[src/rtl/instruction_fetch_unit_pkg.sv]
// Shared fetch-stage definitions: FSM state encoding, instruction geometry and
// the default reset vector used by the fetch unit and its neighbours.
package instruction_fetch_unit_pkg;

  typedef enum logic [1:0] {
    FETCH   = 2'd0,
    DELIVER = 2'd1,
    DISCARD = 2'd2
  } fetch_state_t;

  localparam int INSTRUCTION_BYTES = 4;
  localparam int OPCODE_MSB        = 31;
  localparam int OPCODE_LSB        = 26;

  localparam logic [31:0] DEFAULT_RESET_VECTOR = 32'h0000_0000;

endpackage

[src/rtl/instruction_fetch_unit_if.sv]
// Bundle of the fetch unit's instruction-memory, decode and redirect signals.
// Handshakes: imem_request holds with a stable imem_address until imem_ready
// completes it; instruction_valid holds with stable instruction/instruction_pc
// until decode_ready is seen high on a clock edge (or a redirect flushes it).
interface instruction_fetch_unit_if #(
  parameter int ADDRESS_WIDTH     = 32,
  parameter int INSTRUCTION_WIDTH = 32
);

  logic                         imem_request;
  logic [ADDRESS_WIDTH-1:0]     imem_address;
  logic                         imem_ready;
  logic [INSTRUCTION_WIDTH-1:0] imem_data;

  logic                         instruction_valid;
  logic [INSTRUCTION_WIDTH-1:0] instruction;
  logic [ADDRESS_WIDTH-1:0]     instruction_pc;
  logic [ADDRESS_WIDTH-1:0]     pc_plus_four;
  logic                         decode_ready;

  logic                         redirect_valid;
  logic [ADDRESS_WIDTH-1:0]     redirect_target;
  logic                         alignment_error;

  modport master (
    output imem_request, imem_address,
    input  imem_ready, imem_data,
    output instruction_valid, instruction, instruction_pc, pc_plus_four,
    input  decode_ready,
    input  redirect_valid, redirect_target,
    output alignment_error
  );

  modport slave (
    input  imem_request, imem_address,
    output imem_ready, imem_data,
    input  instruction_valid, instruction, instruction_pc, pc_plus_four,
    output decode_ready,
    output redirect_valid, redirect_target,
    input  alignment_error
  );

endinterface

[src/rtl/instruction_fetch_unit.sv]
// Fetch stage: owns the PC, issues instruction-memory requests, buffers one
// instruction for decode and squashes wrong-path fetches on redirect.
module instruction_fetch_unit
  import instruction_fetch_unit_pkg::*;
#(
  parameter int                       ADDRESS_WIDTH     = 32,
  parameter int                       INSTRUCTION_WIDTH = 32,
  parameter logic [ADDRESS_WIDTH-1:0] RESET_VECTOR      = ADDRESS_WIDTH'(DEFAULT_RESET_VECTOR)
) (
  input  logic                     clock,
  input  logic                     reset_n,
  instruction_fetch_unit_if.master bus,
  output fetch_state_t             debug_state
);

  localparam logic [ADDRESS_WIDTH-1:0] STEP = ADDRESS_WIDTH'(INSTRUCTION_BYTES);

  fetch_state_t                 state_q, state_d;
  logic [ADDRESS_WIDTH-1:0]     pc_q, pc_d;
  logic [ADDRESS_WIDTH-1:0]     fetch_address_q, fetch_address_d;
  logic [INSTRUCTION_WIDTH-1:0] instruction_q, instruction_d;
  logic [ADDRESS_WIDTH-1:0]     instruction_pc_q, instruction_pc_d;
  logic                         valid_q, valid_d;
  logic                         alignment_error_q, alignment_error_d;
  logic [ADDRESS_WIDTH-1:0]     aligned_target;

  assign aligned_target = {bus.redirect_target[ADDRESS_WIDTH-1:2], 2'b00};

  always_ff @(posedge clock or negedge reset_n) begin
    if (!reset_n) begin
      state_q           <= FETCH;
      pc_q              <= RESET_VECTOR;
      fetch_address_q   <= RESET_VECTOR;
      instruction_q     <= '0;
      instruction_pc_q  <= '0;
      valid_q           <= 1'b0;
      alignment_error_q <= 1'b0;
    end else begin
      state_q           <= state_d;
      pc_q              <= pc_d;
      fetch_address_q   <= fetch_address_d;
      instruction_q     <= instruction_d;
      instruction_pc_q  <= instruction_pc_d;
      valid_q           <= valid_d;
      alignment_error_q <= alignment_error_d;
    end
  end

  always_comb begin
    state_d           = state_q;
    pc_d              = pc_q;
    fetch_address_d   = fetch_address_q;
    instruction_d     = instruction_q;
    instruction_pc_d  = instruction_pc_q;
    valid_d           = valid_q;
    alignment_error_d = 1'b0;

    if (bus.redirect_valid) begin
      pc_d              = aligned_target;
      alignment_error_d = |bus.redirect_target[1:0];
      case (state_q)
        FETCH: begin
          // An outstanding request cannot be abandoned, so its reply is drained in DISCARD.
          if (bus.imem_ready) fetch_address_d = aligned_target;
          else                state_d         = DISCARD;
        end
        DELIVER: begin
          valid_d         = 1'b0;
          fetch_address_d = aligned_target;
          state_d         = FETCH;
        end
        DISCARD: begin
          if (bus.imem_ready) begin
            fetch_address_d = aligned_target;
            state_d         = FETCH;
          end
        end
        default: state_d = FETCH;
      endcase
    end else begin
      case (state_q)
        FETCH: begin
          if (bus.imem_ready) begin
            instruction_d    = bus.imem_data;
            instruction_pc_d = fetch_address_q;
            pc_d             = fetch_address_q + STEP;
            valid_d          = 1'b1;
            state_d          = DELIVER;
          end
        end
        DELIVER: begin
          if (bus.decode_ready) begin
            valid_d         = 1'b0;
            fetch_address_d = pc_q;
            state_d         = FETCH;
          end
        end
        DISCARD: begin
          if (bus.imem_ready) begin
            fetch_address_d = pc_q;
            state_d         = FETCH;
          end
        end
        default: state_d = FETCH;
      endcase
    end
  end

  // Gated by reset_n so no request is visible while the memory is held in reset.
  assign bus.imem_request      = reset_n && (state_q != DELIVER);
  assign bus.imem_address      = fetch_address_q;
  assign bus.instruction_valid = valid_q;
  assign bus.instruction       = instruction_q;
  assign bus.instruction_pc    = instruction_pc_q;
  assign bus.pc_plus_four      = instruction_pc_q + STEP;
  assign bus.alignment_error   = alignment_error_q;
  assign debug_state           = state_q;

endmodule
[src/flat_wrapper.sv]
// flat-port wrapper written by rule: the top's interface ports become plain ports
module instruction_fetch_unit_flat import instruction_fetch_unit_pkg::*;
#(
  parameter int                       ADDRESS_WIDTH     = 32,
  parameter int                       INSTRUCTION_WIDTH = 32,
  parameter logic [ADDRESS_WIDTH-1:0] RESET_VECTOR      = ADDRESS_WIDTH'(DEFAULT_RESET_VECTOR)
)
  (clock, reset_n, debug_state, bus_imem_request, bus_imem_address, bus_imem_ready, bus_imem_data, bus_instruction_valid, bus_instruction, bus_instruction_pc, bus_pc_plus_four, bus_decode_ready, bus_redirect_valid, bus_redirect_target, bus_alignment_error);
  instruction_fetch_unit_if #(.ADDRESS_WIDTH(ADDRESS_WIDTH), .INSTRUCTION_WIDTH(INSTRUCTION_WIDTH)) bus_i ();
  input  logic clock;
  input  logic reset_n;
  output fetch_state_t debug_state;
  output wire logic [$bits(bus_i.imem_request)-1:0] bus_imem_request;
  output wire logic [$bits(bus_i.imem_address)-1:0] bus_imem_address;
  input wire logic [$bits(bus_i.imem_ready)-1:0] bus_imem_ready;
  input wire logic [$bits(bus_i.imem_data)-1:0] bus_imem_data;
  output wire logic [$bits(bus_i.instruction_valid)-1:0] bus_instruction_valid;
  output wire logic [$bits(bus_i.instruction)-1:0] bus_instruction;
  output wire logic [$bits(bus_i.instruction_pc)-1:0] bus_instruction_pc;
  output wire logic [$bits(bus_i.pc_plus_four)-1:0] bus_pc_plus_four;
  input wire logic [$bits(bus_i.decode_ready)-1:0] bus_decode_ready;
  input wire logic [$bits(bus_i.redirect_valid)-1:0] bus_redirect_valid;
  input wire logic [$bits(bus_i.redirect_target)-1:0] bus_redirect_target;
  output wire logic [$bits(bus_i.alignment_error)-1:0] bus_alignment_error;
  assign bus_imem_request = bus_i.imem_request;
  assign bus_imem_address = bus_i.imem_address;
  assign bus_i.imem_ready = bus_imem_ready;
  assign bus_i.imem_data = bus_imem_data;
  assign bus_instruction_valid = bus_i.instruction_valid;
  assign bus_instruction = bus_i.instruction;
  assign bus_instruction_pc = bus_i.instruction_pc;
  assign bus_pc_plus_four = bus_i.pc_plus_four;
  assign bus_i.decode_ready = bus_decode_ready;
  assign bus_i.redirect_valid = bus_redirect_valid;
  assign bus_i.redirect_target = bus_redirect_target;
  assign bus_alignment_error = bus_i.alignment_error;
  instruction_fetch_unit #(.ADDRESS_WIDTH(ADDRESS_WIDTH), .INSTRUCTION_WIDTH(INSTRUCTION_WIDTH), .RESET_VECTOR(RESET_VECTOR)) u_core (.clock(clock), .reset_n(reset_n), .bus(bus_i), .debug_state(debug_state));
endmodule
[config.mk]
export PLATFORM = sky130hd
export DESIGN_NAME = instruction_fetch_unit_flat
export DESIGN_NICKNAME = d
export VERILOG_FILES = /design/src/rtl/instruction_fetch_unit_pkg.sv /design/src/rtl/instruction_fetch_unit_if.sv /design/src/rtl/instruction_fetch_unit.sv /design/src/flat_wrapper.sv
export SDC_FILE = /design/constraint.sdc
export NUM_CORES = 1
export LEC_CHECK = 0
export CORE_MARGIN = 3
export CORE_UTILIZATION = 47
export DETAILED_ROUTE_END_ITERATION = 8
export PLACE_DENSITY_LB_ADDON = 0.25
export SYNTH_ARGS = -nofsm -noshare
export SYNTH_HDL_FRONTEND = slang
export SYNTH_SLANG_ARGS = --single-unit
[constraint.sdc]
create_clock -name clock -period 2.3 [get_ports clock]
set_input_delay 0.46 -clock clock [delete_from_list [all_inputs] [get_ports clock]]
set_output_delay 0.46 -clock clock [all_outputs]
set_load 0.005 [all_outputs]
* Word-level counts from Yosys, hierarchy flattened
Cells that the tools add are included.
** Word-level totals
- Bits in registers :: 132
- Bits of input ports :: 69
- Output and inout bits :: 133
** Cells by class
- Add/sub/neg operators :: 2
- Eq/ne operators :: 10
- Multiplexer cells :: 22
- Bitwise gates (word level) :: 1
- Reductions and logical operators :: 13
** Operators by type and width (count)
- 32-bit two-way mux :: 7
- 32-bit one-hot mux with 2 select lines :: 2
- 32-bit by 3-bit adder with 32-bit output (second input constant) :: 2
- 3-bit inequality test (second input constant) :: 5
- 2-bit two-way mux :: 5
- 2-bit one-hot mux with 3 select lines :: 1
- 3-bit AND reduction :: 2
- 2-bit nonzero test :: 3
- 1-bit two-way mux :: 5
- 5-bit AND reduction :: 1
- 2-bit by 1-bit inequality test with 1-bit output (second input constant) :: 2
- 2-bit one-hot mux with 2 select lines :: 1
- 4-bit AND reduction :: 1
- 2-bit OR reduction :: 2
- 3-bit by 2-bit inequality test with 1-bit output (second input constant) :: 1
- 3-bit nonzero test :: 1
- 2-bit by 1-bit == test with 1-bit output (second input constant) :: 1
- 2-bit == test (second input constant) :: 1
- 2-bit zero test :: 1
- 1-bit one-hot mux with 2 select lines :: 1
- 2-bit AND reduction :: 1
- 1-bit logical AND :: 1
- 1-bit NOT :: 1

* Logic depth before layout (Yosys ltp)
- Depth in word-level cells :: 4
- Mapped depth :: 7
- Gate-level depth less buffers :: 6

* Worst setup path after synthesis
OpenSTA, ideal clock, no wires.
- Path type :: reg-to-output
- Start point :: register u_core.instruction_pc_q[5], in the netlist u_core.bus.instruction_pc[5]
- End point :: output port bus_pc_plus_four[22]
- Arrival time :: 1.527 ns
- Data required time :: 1.840 ns
- Slack :: 0.313 ns
- Cell stages (with the launch flop) :: 6
- Buffers on the path :: 0
- Cells stage by stage :: dfrtp_1 nand4_4 nor4_4 and3_4 nor3b_2 xor2_1
** Between the ends
- Cells in the longest elaborated chain, start to end :: 1
** Ends and longest elaborated chain
- from (decl) :: line instruction_fetch_unit.sv:22 : logic [ADDRESS_WIDTH-1:0] instruction_pc_q, instruction_pc_d;
- from (signal assigned) :: line instruction_fetch_unit.sv:43 : instruction_pc_q <= instruction_pc_d;
- 32-bit by 3-bit adder with 32-bit output :: line instruction_fetch_unit.sv:115 : assign bus.pc_plus_four = instruction_pc_q + STEP;
- to (decl) :: line flat_wrapper.sv:20 : output wire logic [$bits(bus_i.pc_plus_four)-1:0] bus_pc_plus_four;
No other way between the ends.

* Worst setup path in the final report
- Start point :: register u_core.instruction_pc_q[6], in the netlist u_core.bus.instruction_pc[6]
- End point :: output port bus_pc_plus_four[28]
The elaborated chain is that of the path after synthesis.

==> results.py <==
metrics = {
    "status": {
        "status": "finished with violations",
        "violations": "negative setup slack",
    },
    "cts": {
        "cts_buffer_depth": 2,
        "path_clk_slew_ns": 0.05,
        "cts_made_buffers": 17,
        "insertion_delay_ns": 0.42,
        "htreeDepth": 4,
        "cts_num_sinks": 132,
        "root_buffer": "clkbuf_16",
        "hold_buffers": 0,
        "cts_tree": "done",
    },
    "floorplan": {
        "initial_core_util_pct": 48.5,
        "die_area_um2": 15200,
        "die_h_um": 123,
        "rows": 42,
        "fp.dieW_um": 123,
        "core_area_um2": 13300,
        "io_pins": 202,
    },
    "timing": {
        "worst_pin_slew_ns": 0.930,
        "rsz0062_at_grt": "yes",
        "slew_headroom_pct": 38.0,
        "hold_violations": 0,
        "period_share_pct": 121,
        "setup_ws_ns": -0.481,
        "max_freq_mhz": 360,
        "holdWs_ns": 0.229,
        "finalMaxSlewViolations": 0,
        "setup_viol": 19,
        "post-route-min-period_ns": 2.78,
        "fin_skew_ns": 0.00637,
        "tns_ns": -5.38,
    },
    "logic_synthesis": {
        "synthCells": 706,
        "avgSynthCellArea_um2": 9.17,
        "netlist_area_um2": 6470,
        "yosysUniqueCellTypes": 41,
        "yosys-top-cells-area": "dfrtp_1 (51%), nand2_1 (14%), xnor2_1 (5.0%), mux2i_1 (4.9%), o21ai_0 (4.5%)",
        "synth_top_area_share_pct": 51.0,
        "yosysSeqAreaShare_pct": 51.0,
        "synth_top_area_cell": "dfrtp_1",
        "ys_seq_elements": 132,
        "yosys_warnings": 0,
        "syn-num-nets": 777,
    },
    "critical_path": {
        "startpoint": "u_core.bus.instruction_pc[6]",
        "reg2reg_from": "u_core.bus.imem_address[15]",
        "end_kind": "output pin",
        "cp_max_fo": 3,
        "cp_data_required_time_ns": 1.84,
        "arrival_ns": 2.32,
        "critPathKind": "reg -> out",
        "worst_setup_path_start_kind": "register",
    },
    "finish": {
        "final_common_cell": "nand2_1",
        "layout-drive-gt1-share_pct": 19.2,
        "final_cell_mix": "nand2_1 (241), clkdlybuf4s50_1 (170), dfrtp_1 (132)",
        "area_growth_pct": 55.0,
        "n_antenna_cell": 0,
        "nets": 1040,
        "fin_util_pct": 75.2,
    },
    "route": {
        "via_per_inst": 5.35,
        "wl_mm": 20.0,
        "antenna_left": 0,
        "drt_iter0_drc": 398,
        "dr.pass1.iters": 5,
        "route.detailed.drc": 0,
        "wl_per_cell_um": 17.3,
        "vias": 6199,
    },
    "flow_run": {
        "cap_violations": 0,
    },
    "grt": {
        "antenna_found_initial": 0,
        "track_usage_pct": 26.9,
        "overflow": 0,
        "grt_pass1_vias": 6227,
        "grt_start_max_net_pins": 74,
        "grt_first_pass_wirelength_mm": 31.7,
    },
    "place": {
        "port_buffers": 201,
        "place.gp.congestion": 0.839,
        "dp.final_hpwl_mm": 13.2,
    },
    "power": {
        "total_leakage_power_nw": 4.74,
        "ir_drop_mv": 0.667,
        "p_per_area_nw_per_um2": 897,
    },
    "worst_hold_path": {
        "hold_path_class": "in -> async",
    },
}
-- power by group --
| part | switching, W | total, W | internal [W] |
|---|---|---|---|
| Combinational | 0.00120 | 0.00280 | 0.00159 |
| Sequential | 0.000458 | 0.00324 | 0.00279 |
| Clock | 0.000992 | 0.00296 | 0.00197 |
| Total | 0.00265 | 0.00901 | 0.00635 |
-- critical path: stages (launching register included) --
cell and delay [ns]:
dfrtp_1 0.40, nand4_4 0.13, buf_6 0.14, nor4_4 0.37, buf_4 0.19, buf_6 0.09, and2_4 0.19, nand2_2 0.09
xnor2_2 0.15, buf_2 0.14
-- cells in the mapped netlist (all sizes together) --
cell	count
and2	3
xnor2	37
dfrtp	132
clkbuf	29
and3	6
mux2i	32
nor2b	1
o21ai	72
a221o	1
a21oi	2
o21a	1
nor3b	2
xor2	18
ha	2
inv	8
a32o	1
nand4	12
and4	4
and3b	1
a22oi	24
nand3	20
nor2	14
nor4	9
nand2	249
nor3	10
nand2b	4
buf	11
or3	1
-- stage by stage --
stage                     std cells  setup WS (ns)  total power [W]  instance area, um^2
after floorplan                 706          0.313          0.00413                 6470
after global placement         1103         -0.191          0.00593                 9080
after detailed placement       1103         -0.243          0.00602                 9080
after CTS                      1150         -0.410          0.00893                 9900
after global routing           1158         -0.515          0.00946                10000
final                          1158         -0.481          0.00901                10000
-- metal layers --
| metal | GRT usage, % | wire (um) | vias to the layer above |
|---|---|---|---|
| met3 | 8.10 | 1800 | 46 |
| met5 | 0 | 0 | - |
| met2 | 43.1 | 9610 | 293 |
| li1 | - | - | 2888 |
| met4 | 11.3 | 520 | 0 |
| met1 | 33.9 | 8100 | 2972 |
-- sequential cells by signal (all words and copies together), names as in the netlist --
register,cells
u_core.bus.imem_address,32
u_core.bus.instruction,32
u_core.bus.instruction_pc,32
u_core.pc_q,32
u_core.debug_state,2
u_core.bus.alignment_error,1
u_core.bus.instruction_valid,1
-- kinds of logic after synthesis --
logic type	count (synthesis)	synth area share (%)
compound gates	101	8.93
xor+xnor	55	7.44
fa+ha+maj	2	0.387
buf+inv	48	3.11
flops	132	51.0
mux	32	4.95
simple gates	336	24.1
-- timing repair --
item                       4_1_cts  5_1_grt
resized for setup              133       31
pin swaps                       27       23
setup endpoints to repair       28       25
buffers inserted                16       10
-- area by class of cell --
class / instances / area (um^2)
Fill cell: 905 / 3310
Sequential cell: 132 / 3300
Multi-Input combinational cell: 526 / 3190
Timing Repair Buffer: 284 / 2650
Clock buffer: 22 / 464
Tap cell: 176 / 220
Clock inverter: 10 / 178
Inverter: 8 / 30.0
-- worst paths after layout --
path	slack [ns]	cells after the start	endpoint
setup / recovery	-0.48	9	bus_pc_plus_four[28]
hold reg to reg	0.47	2	u_core.bus.instruction[7]
min in group clock	0.44	2	u_core.bus.alignment_error
hold / removal	0.23	2	u_core.bus.instruction_pc[6]
max in group asynchronous	1.40	2	u_core.bus.instruction[20]
setup reg to reg	0.27	6	u_core.pc_q[25]
No activity file was read; power rests on OpenSTA's default activity.
